$ cat config.mk
export PLATFORM = sky130hd
export DESIGN_NAME = pipe_hazard_ctrl
export DESIGN_NICKNAME = d
export VERILOG_FILES = /design/src/rtl/pipe_hazard_ctrl.sv
export SDC_FILE = /design/constraint.sdc
export NUM_CORES = 1
export LEC_CHECK = 0
export ABC_AREA = 0
export CAP_MARGIN = 20
export CELL_PAD_IN_SITES_DETAIL_PLACEMENT = 1
export CELL_PAD_IN_SITES_GLOBAL_PLACEMENT = 1
export CORE_MARGIN = 2
export CORE_UTILIZATION = 40
export CTS_CLUSTER_SIZE = 16
export DETAILED_ROUTE_END_ITERATION = 6
export PLACE_DENSITY = 0.86
export RECOVER_POWER = 50
export SYNTH_ARGS = -nofsm -noshare
export SYNTH_HDL_FRONTEND = slang
export SYNTH_SLANG_ARGS = --single-unit
$ cat constraint.sdc
create_clock -name clk_i -period 4.55 [get_ports clk_i]
set_input_delay 0.91 -clock clk_i [delete_from_list [all_inputs] [get_ports clk_i]]
set_output_delay 0.91 -clock clk_i [all_outputs]
set_load 0.005 [all_outputs]
$ cat src/rtl/pipe_hazard_ctrl.sv
// Hazard and forwarding controller for a five-stage pipeline. It tracks in-flight destinations
// in EX/MEM/WB and drives forwarding, RF bypass, load-use stall, branch flush and event counters.
module pipe_hazard_ctrl #(
  parameter int REG_AW      = 5,
  parameter int FLUSH_DEPTH = 3,
  parameter int CNT_W       = 16
) (
  input  logic              clk_i,
  input  logic              rst_i,
  input  logic              id_valid_i,
  input  logic [REG_AW-1:0] id_rs_i,
  input  logic [REG_AW-1:0] id_rt_i,
  input  logic              id_uses_rs_i,
  input  logic              id_uses_rt_i,
  input  logic [REG_AW-1:0] id_dst_i,
  input  logic              id_regwrite_i,
  input  logic              id_memread_i,
  input  logic              br_taken_i,
  output logic              pc_write_o,
  output logic              if_id_write_o,
  output logic              if_id_flush_o,
  output logic              id_ex_bubble_o,
  output logic [1:0]        fwd_a_o,
  output logic [1:0]        fwd_b_o,
  output logic              rf_byp_a_o,
  output logic              rf_byp_b_o,
  output logic              ex_valid_o,
  output logic              mem_valid_o,
  output logic              wb_valid_o,
  output logic [CNT_W-1:0]  stall_cnt_o,
  output logic [CNT_W-1:0]  flush_cnt_o
);

  typedef struct packed {
    logic              valid;
    logic [REG_AW-1:0] dst;
    logic              regwrite;
    logic              memread;
  } stage_t;

  localparam logic [REG_AW-1:0] ZERO_REG = '0;
  localparam logic [CNT_W-1:0]  CNT_MAX  = '1;
  localparam logic [CNT_W-1:0]  CNT_ONE  = {{(CNT_W-1){1'b0}}, 1'b1};

  stage_t            ex_r, mem_r, wb_r;
  stage_t            ex_next_s, mem_next_s;
  logic [REG_AW-1:0] ex_rs_r, ex_rt_r;
  logic              ex_uses_rs_r, ex_uses_rt_r;
  logic [CNT_W-1:0]  stall_cnt_r, flush_cnt_r;
  logic              load_use_s, branch_s, stall_s, squash_ex_s, squash_mem_s;

  // Register 0 never counts as a produced value, so it can never forward or stall.
  function automatic logic writes_reg(input stage_t st, input logic [REG_AW-1:0] r);
    return st.valid && st.regwrite && (st.dst == r) && (r != ZERO_REG);
  endfunction

  // Load-use detection and branch squash decisions; a taken branch wins over a stall
  always_comb begin
    load_use_s = 1'b0;
    if (ex_r.valid && ex_r.regwrite && ex_r.memread && (ex_r.dst != ZERO_REG)) begin
      load_use_s = id_valid_i &&
                   ((id_uses_rs_i && (id_rs_i == ex_r.dst)) ||
                    (id_uses_rt_i && (id_rt_i == ex_r.dst)));
    end else begin
      load_use_s = 1'b0;
    end
    branch_s     = br_taken_i && !rst_i;
    stall_s      = load_use_s && !branch_s && !rst_i;
    squash_ex_s  = branch_s && (FLUSH_DEPTH >= 2);
    squash_mem_s = branch_s && (FLUSH_DEPTH >= 3);
  end

  // Next scoreboard contents for EX and MEM
  always_comb begin
    ex_next_s  = '0;
    mem_next_s = ex_r;
    if (id_valid_i && !stall_s && !squash_ex_s) begin
      ex_next_s = {1'b1, id_dst_i, id_regwrite_i, id_memread_i};
    end else begin
      ex_next_s = '0;
    end
    if (squash_mem_s) begin
      mem_next_s.valid = 1'b0;
    end else begin
      mem_next_s.valid = ex_r.valid;
    end
  end

  // EX operand selects: MEM result is younger than WB data and takes priority
  always_comb begin
    fwd_a_o = 2'b00;
    fwd_b_o = 2'b00;
    if (ex_r.valid && ex_uses_rs_r) begin
      if (writes_reg(mem_r, ex_rs_r))     fwd_a_o = 2'b10;
      else if (writes_reg(wb_r, ex_rs_r)) fwd_a_o = 2'b01;
      else                                fwd_a_o = 2'b00;
    end else begin
      fwd_a_o = 2'b00;
    end
    if (ex_r.valid && ex_uses_rt_r) begin
      if (writes_reg(mem_r, ex_rt_r))     fwd_b_o = 2'b10;
      else if (writes_reg(wb_r, ex_rt_r)) fwd_b_o = 2'b01;
      else                                fwd_b_o = 2'b00;
    end else begin
      fwd_b_o = 2'b00;
    end
  end

  assign pc_write_o     = !stall_s;
  assign if_id_write_o  = !stall_s;
  assign if_id_flush_o  = branch_s;
  assign id_ex_bubble_o = stall_s || squash_ex_s;
  assign rf_byp_a_o     = id_uses_rs_i && writes_reg(wb_r, id_rs_i);
  assign rf_byp_b_o     = id_uses_rt_i && writes_reg(wb_r, id_rt_i);
  assign ex_valid_o     = ex_r.valid;
  assign mem_valid_o    = mem_r.valid;
  assign wb_valid_o     = wb_r.valid;
  assign stall_cnt_o    = stall_cnt_r;
  assign flush_cnt_o    = flush_cnt_r;

  // Scoreboard shift and saturating counters
  always_ff @(posedge clk_i) begin
    if (rst_i) begin
      ex_r         <= '0;
      mem_r        <= '0;
      wb_r         <= '0;
      ex_rs_r      <= '0;
      ex_rt_r      <= '0;
      ex_uses_rs_r <= 1'b0;
      ex_uses_rt_r <= 1'b0;
      stall_cnt_r  <= '0;
      flush_cnt_r  <= '0;
    end else begin
      ex_r         <= ex_next_s;
      mem_r        <= mem_next_s;
      wb_r         <= mem_r;
      ex_rs_r      <= id_rs_i;
      ex_rt_r      <= id_rt_i;
      ex_uses_rs_r <= id_uses_rs_i;
      ex_uses_rt_r <= id_uses_rt_i;
      if (stall_s && (stall_cnt_r != CNT_MAX)) stall_cnt_r <= stall_cnt_r + CNT_ONE;
      if (branch_s && (flush_cnt_r != CNT_MAX)) flush_cnt_r <= flush_cnt_r + CNT_ONE;
    end
  end

endmodule

==> results.txt <==
The flow ran to the end, and the final reports show no timing, DRC or antenna violations. Once placement finished, the instance area stood at 3770 µm². Grouping stages by cell kind, the critical path spends the most delay in buffers and inverters. On the final layout, the worst clock skew is 12.3 ps. Walking the worst path, the cells encountered are dlygate4sd3_1, nor2b_1, nand4_1, a21oi_2, nand2_2, nand2b_1, clkdlybuf4s50_1.

Net switching is 24.5% of the power. The total number of vias is ~2700. The floorplan has 31 rows. The power per cell area came out at 297 nW/µm². Along the worst hold path, the cell count comes to 1.

In this run the tightest slew margin relative to its limit is between 50% and 60%. The startpoint identified for the worst register-to-register timing path is stall_cnt_o[0]. The growth of design area from synthesis to finish came out at 30.0%. Across the VDD grid, the largest voltage drop is 0.179 mV. The portion of total power attributed to sequential cells is 51.1%. The wire length reported by the detailed router came out at 8.48 mm. The final setup TNS came out at 0 ps. The starting density of the core came out at 41.6%. The startpoint identified for the worst hold timing path is ex_r[1]. The fraction of final layout cells sized beyond drive strength 1 came out at about 6.4%. The number of placed I/O pins came out at 68.

The switching power total is between 0.2 and 0.3 mW. The average instance area after synthesis came out at 9.07 µm². The number of failing setup endpoints in the final timing report is 0. The count of distinct cell types in the synthesized netlist is 44. The clock period could shrink to 3790 ps. In this run the register-to-register setup slack is 2220 ps. The weighted congestion at the end of routability-driven global placement came out at 0.871. The number of buffers and inverters on the critical path is 2. The worst hold path belongs to the class reg -> reg. The first-pass detailed-route iteration total is 4. When the netlist entered floorplanning its net count stood at ~360.

The global-route usage over all layers is a little over a fifth. Summing every instance area after synthesis gives 3050 µm². Yosys mapped a number of flops with a built-in enable equal to 0. The tree is rooted in a sky130_fd_sc_hd__clkbuf_8.

The end-of-flow core utilization came out at 54.0%. Setup repair after global routing left no endpoint under its margin. The number of remaining DRC errors is 0. The minimum setup slack in the final design is ~760 ps. The clock network power share came out at 41.7%. The internal cell power is 0.889 mW. The total overflow left after global routing is 0. For this run, asynchronously set or reset flops after synthesis account for 0%.

The worst stage delay on the critical path is 650 ps. The number of gates given a new drive strength after cts came out at 0. The number of setup buffers added after CTS came out at 0.

The flip-flop and latch count after synthesis is 66. Tracing the worst setup path back leads to its startpoint at br_taken_i. The clock tree buffer depth came out at 2. Detailed placement finished with a half-perimeter wire length of 6.14 mm. The later pin in the worst-skew pair is clocked with a latency of 360 ps. Measured along the x axis, the die boundary spans 91.3 µm. The required time at the endpoint of the critical path came out at ~3600 ps.

The ratio of final minimum period to clock period is between 80% and 90%. The number of antenna-violating nets in the routed design came out at 0. The launching element type of the critical path is an input port. The number of hold buffers added after CTS was 0. The global-route wire length before repair is ~14 mm. The worst setup slack before clock tree synthesis came out at 803 ps. The leakage power of the design came out at 1.38 nW. The sequential area share after synthesis came out at 43.3%. The count of final max-slew check failures is 0. The number of warnings issued by yosys is 0. Dividing the detail-routed via count by the number of cells gives about 5.4.

The count of clock tree sinks is 66. The routed wirelength normalized by instance count came out at 16.8 µm. The sum of internal, switching and leakage power came out at 1.18 mW. The number of buffers created by CTS came out at 9. The gate count after technology mapping is 336. The logic depth of the worst path, buffers included came out at 7.

The maximum clock frequency came out at 264 MHz. STA classifies the critical path endpoint as an output pin. For the worst setup path, the data arrival time is 2880 ps. The combinational group share of total power came out at under 10%. The total die area is 8330 µm². The number of I/O port buffers came out at 67.

The TritonCTS clock tree is yes. The height of the die is 91.3 µm. The worst register-to-register path has a depth of 6. The largest individual stage delay along the critical path comes from the cell sky130_fd_sc_hd__dlygate4sd3_1. After routing the design area is 3960 µm². The number of max-cap violations is 0. The most used flip-flop cell after synthesis is sky130_fd_sc_hd__dfxtp_1. The filler cells instantiated in the layout total 835. The net total in the final layout is roughly 430. The number of placed instances, taps included is 489. The core outline area is 7330 µm². The actual slew at the worst max-slew pin came out at 618 ps. The type of the setup path with the least slack is in -> out. Entering global routing, the biggest net connects 60 pins. The number of global-route vias before repair is 2785. The H-tree depth came out at 3. The count of placed standard cells in the final layout, fillers left out is 505.

The count of final hold-check violations is 0. The number of DRC violations after detailed-routing iteration 0 is 117. The number of antenna violations at the first check in global routing is 0.

The antenna cell count came out at 0. Across all hold checks on the routed design, the worst slack comes to 473 ps. The clock slew seen by the registers of the worst setup and hold paths is 70 ps. The highest net fanout along the worst path is 8.
## kinds of logic after synthesis
logic type	share of synthesized area (%)
AND/OR/NAND/NOR	30.3
flip-flops	43.3
XOR/XNOR	14.1
AO/OA/AOI/OAI	7.43
buffers and inverters	2.96
multiplexers	1.07
adder cells (fa/ha/maj)	0.821
## layer usage
| metal | track usage, % | up-vias | part of all wire (%) | wire [µm] |
|---|---|---|---|---|
| li1 | - | 1319 | - | - |
| met5 | 0 | - | 0 | 0 |
| met3 | 4.23 | 19 | 4.9 | 418 |
| met2 | 34.6 | 79 | 48 | 4070 |
| met1 | 26.3 | 1302 | 44 | 3770 |
| met4 | 9.85 | 0 | 2.6 | 222 |
## cell type report
type / instances / area, µm² / share of cell area, %
Clock buffer: 10 / 128 / 3.22
Clock inverter: 6 / 66.3 / 1.67
Inverter: 5 / 18.8 / 0.474
Multi-Input combinational cell: 251 / 1630 / 41.2
Sequential cell: 66 / 1320 / 33.4
Tap cell: 99 / 124 / 3.13
Timing Repair Buffer: 68 / 672 / 17.0
## path summary, 6_finish.rpt
| check | to |
|---|---|
| setup / recovery | id_ex_bubble_o |
| hold / removal | mem_r[1] |
| setup reg to reg | stall_cnt_o[13] |
| hold reg to reg | mem_r[1] |
## cell usage after synthesis (6+ instances only)
library cell / number / area share (%)
sky130_fd_sc_hd__a21oi_1: 15 / 2.5
sky130_fd_sc_hd__nand4_1: 17 / 3.5
sky130_fd_sc_hd__o21ai_0: 6 / 0.99
sky130_fd_sc_hd__xor2_1: 11 / 3.2
sky130_fd_sc_hd__xnor2_1: 38 / 11
sky130_fd_sc_hd__and2_1: 8 / 1.6
sky130_fd_sc_hd__or4_1: 7 / 1.7
sky130_fd_sc_hd__or3_1: 8 / 1.6
sky130_fd_sc_hd__nor4_1: 9 / 1.8
sky130_fd_sc_hd__dfxtp_1: 66 / 43
sky130_fd_sc_hd__nand3_1: 16 / 2.6
sky130_fd_sc_hd__nor2_1: 20 / 2.5
sky130_fd_sc_hd__clkbuf_1: 9 / 1.1
sky130_fd_sc_hd__nor3_1: 9 / 1.5
sky130_fd_sc_hd__nand2_1: 18 / 2.2
sky130_fd_sc_hd__nor2b_1: 28 / 5.7
## cell usage in the layout (no fill, tap or decap), types with 7 or more instances in the layout
master                            synthesis  final
sky130_fd_sc_hd__xor2_1                  11     11
sky130_fd_sc_hd__nand4_1                 17     17
sky130_fd_sc_hd__dfxtp_1                 66     66
sky130_fd_sc_hd__clkbuf_8                 0      9
sky130_fd_sc_hd__clkdlybuf4s50_1          0     41
sky130_fd_sc_hd__nor2b_1                 28     28
sky130_fd_sc_hd__a21oi_1                 15     15
sky130_fd_sc_hd__nor4_1                   9      9
sky130_fd_sc_hd__xnor2_1                 38     38
sky130_fd_sc_hd__nor2_1                  20     20
sky130_fd_sc_hd__nand2_1                 18     18
sky130_fd_sc_hd__or4_1                    7      7
sky130_fd_sc_hd__nor3_1                   9     10
sky130_fd_sc_hd__and2_1                   8      7
sky130_fd_sc_hd__or3_1                    8      8
sky130_fd_sc_hd__dlygate4sd3_1            0     25
sky130_fd_sc_hd__nand3_1                 16     16
## flip-flops by register name, summed over array words and instances (netlist names), 5 cells and up
| name | cells |
|---|---|
| mem_r | 6 |
| ex_r | 7 |
| stall_cnt_o | 16 |
| ex_rs_r | 5 |
| ex_rt_r | 5 |
| wb_r | 6 |
| flush_cnt_o | 16 |
## power by group through the flow
stage / Clock, mW / Combinational, mW / Sequential [mW]
2_1_floorplan: 0 / 0.0457 / 0.611
3_3_place_gp: 0 / 0.0822 / 0.615
3_5_place_dp: 0 / 0.0857 / 0.615
4_1_cts: 0.498 / 0.0866 / 0.602
5_1_grt: 0.528 / 0.0925 / 0.603
6_report: 0.491 / 0.0850 / 0.602
Note: power is estimated with default switching activity, not from simulation.
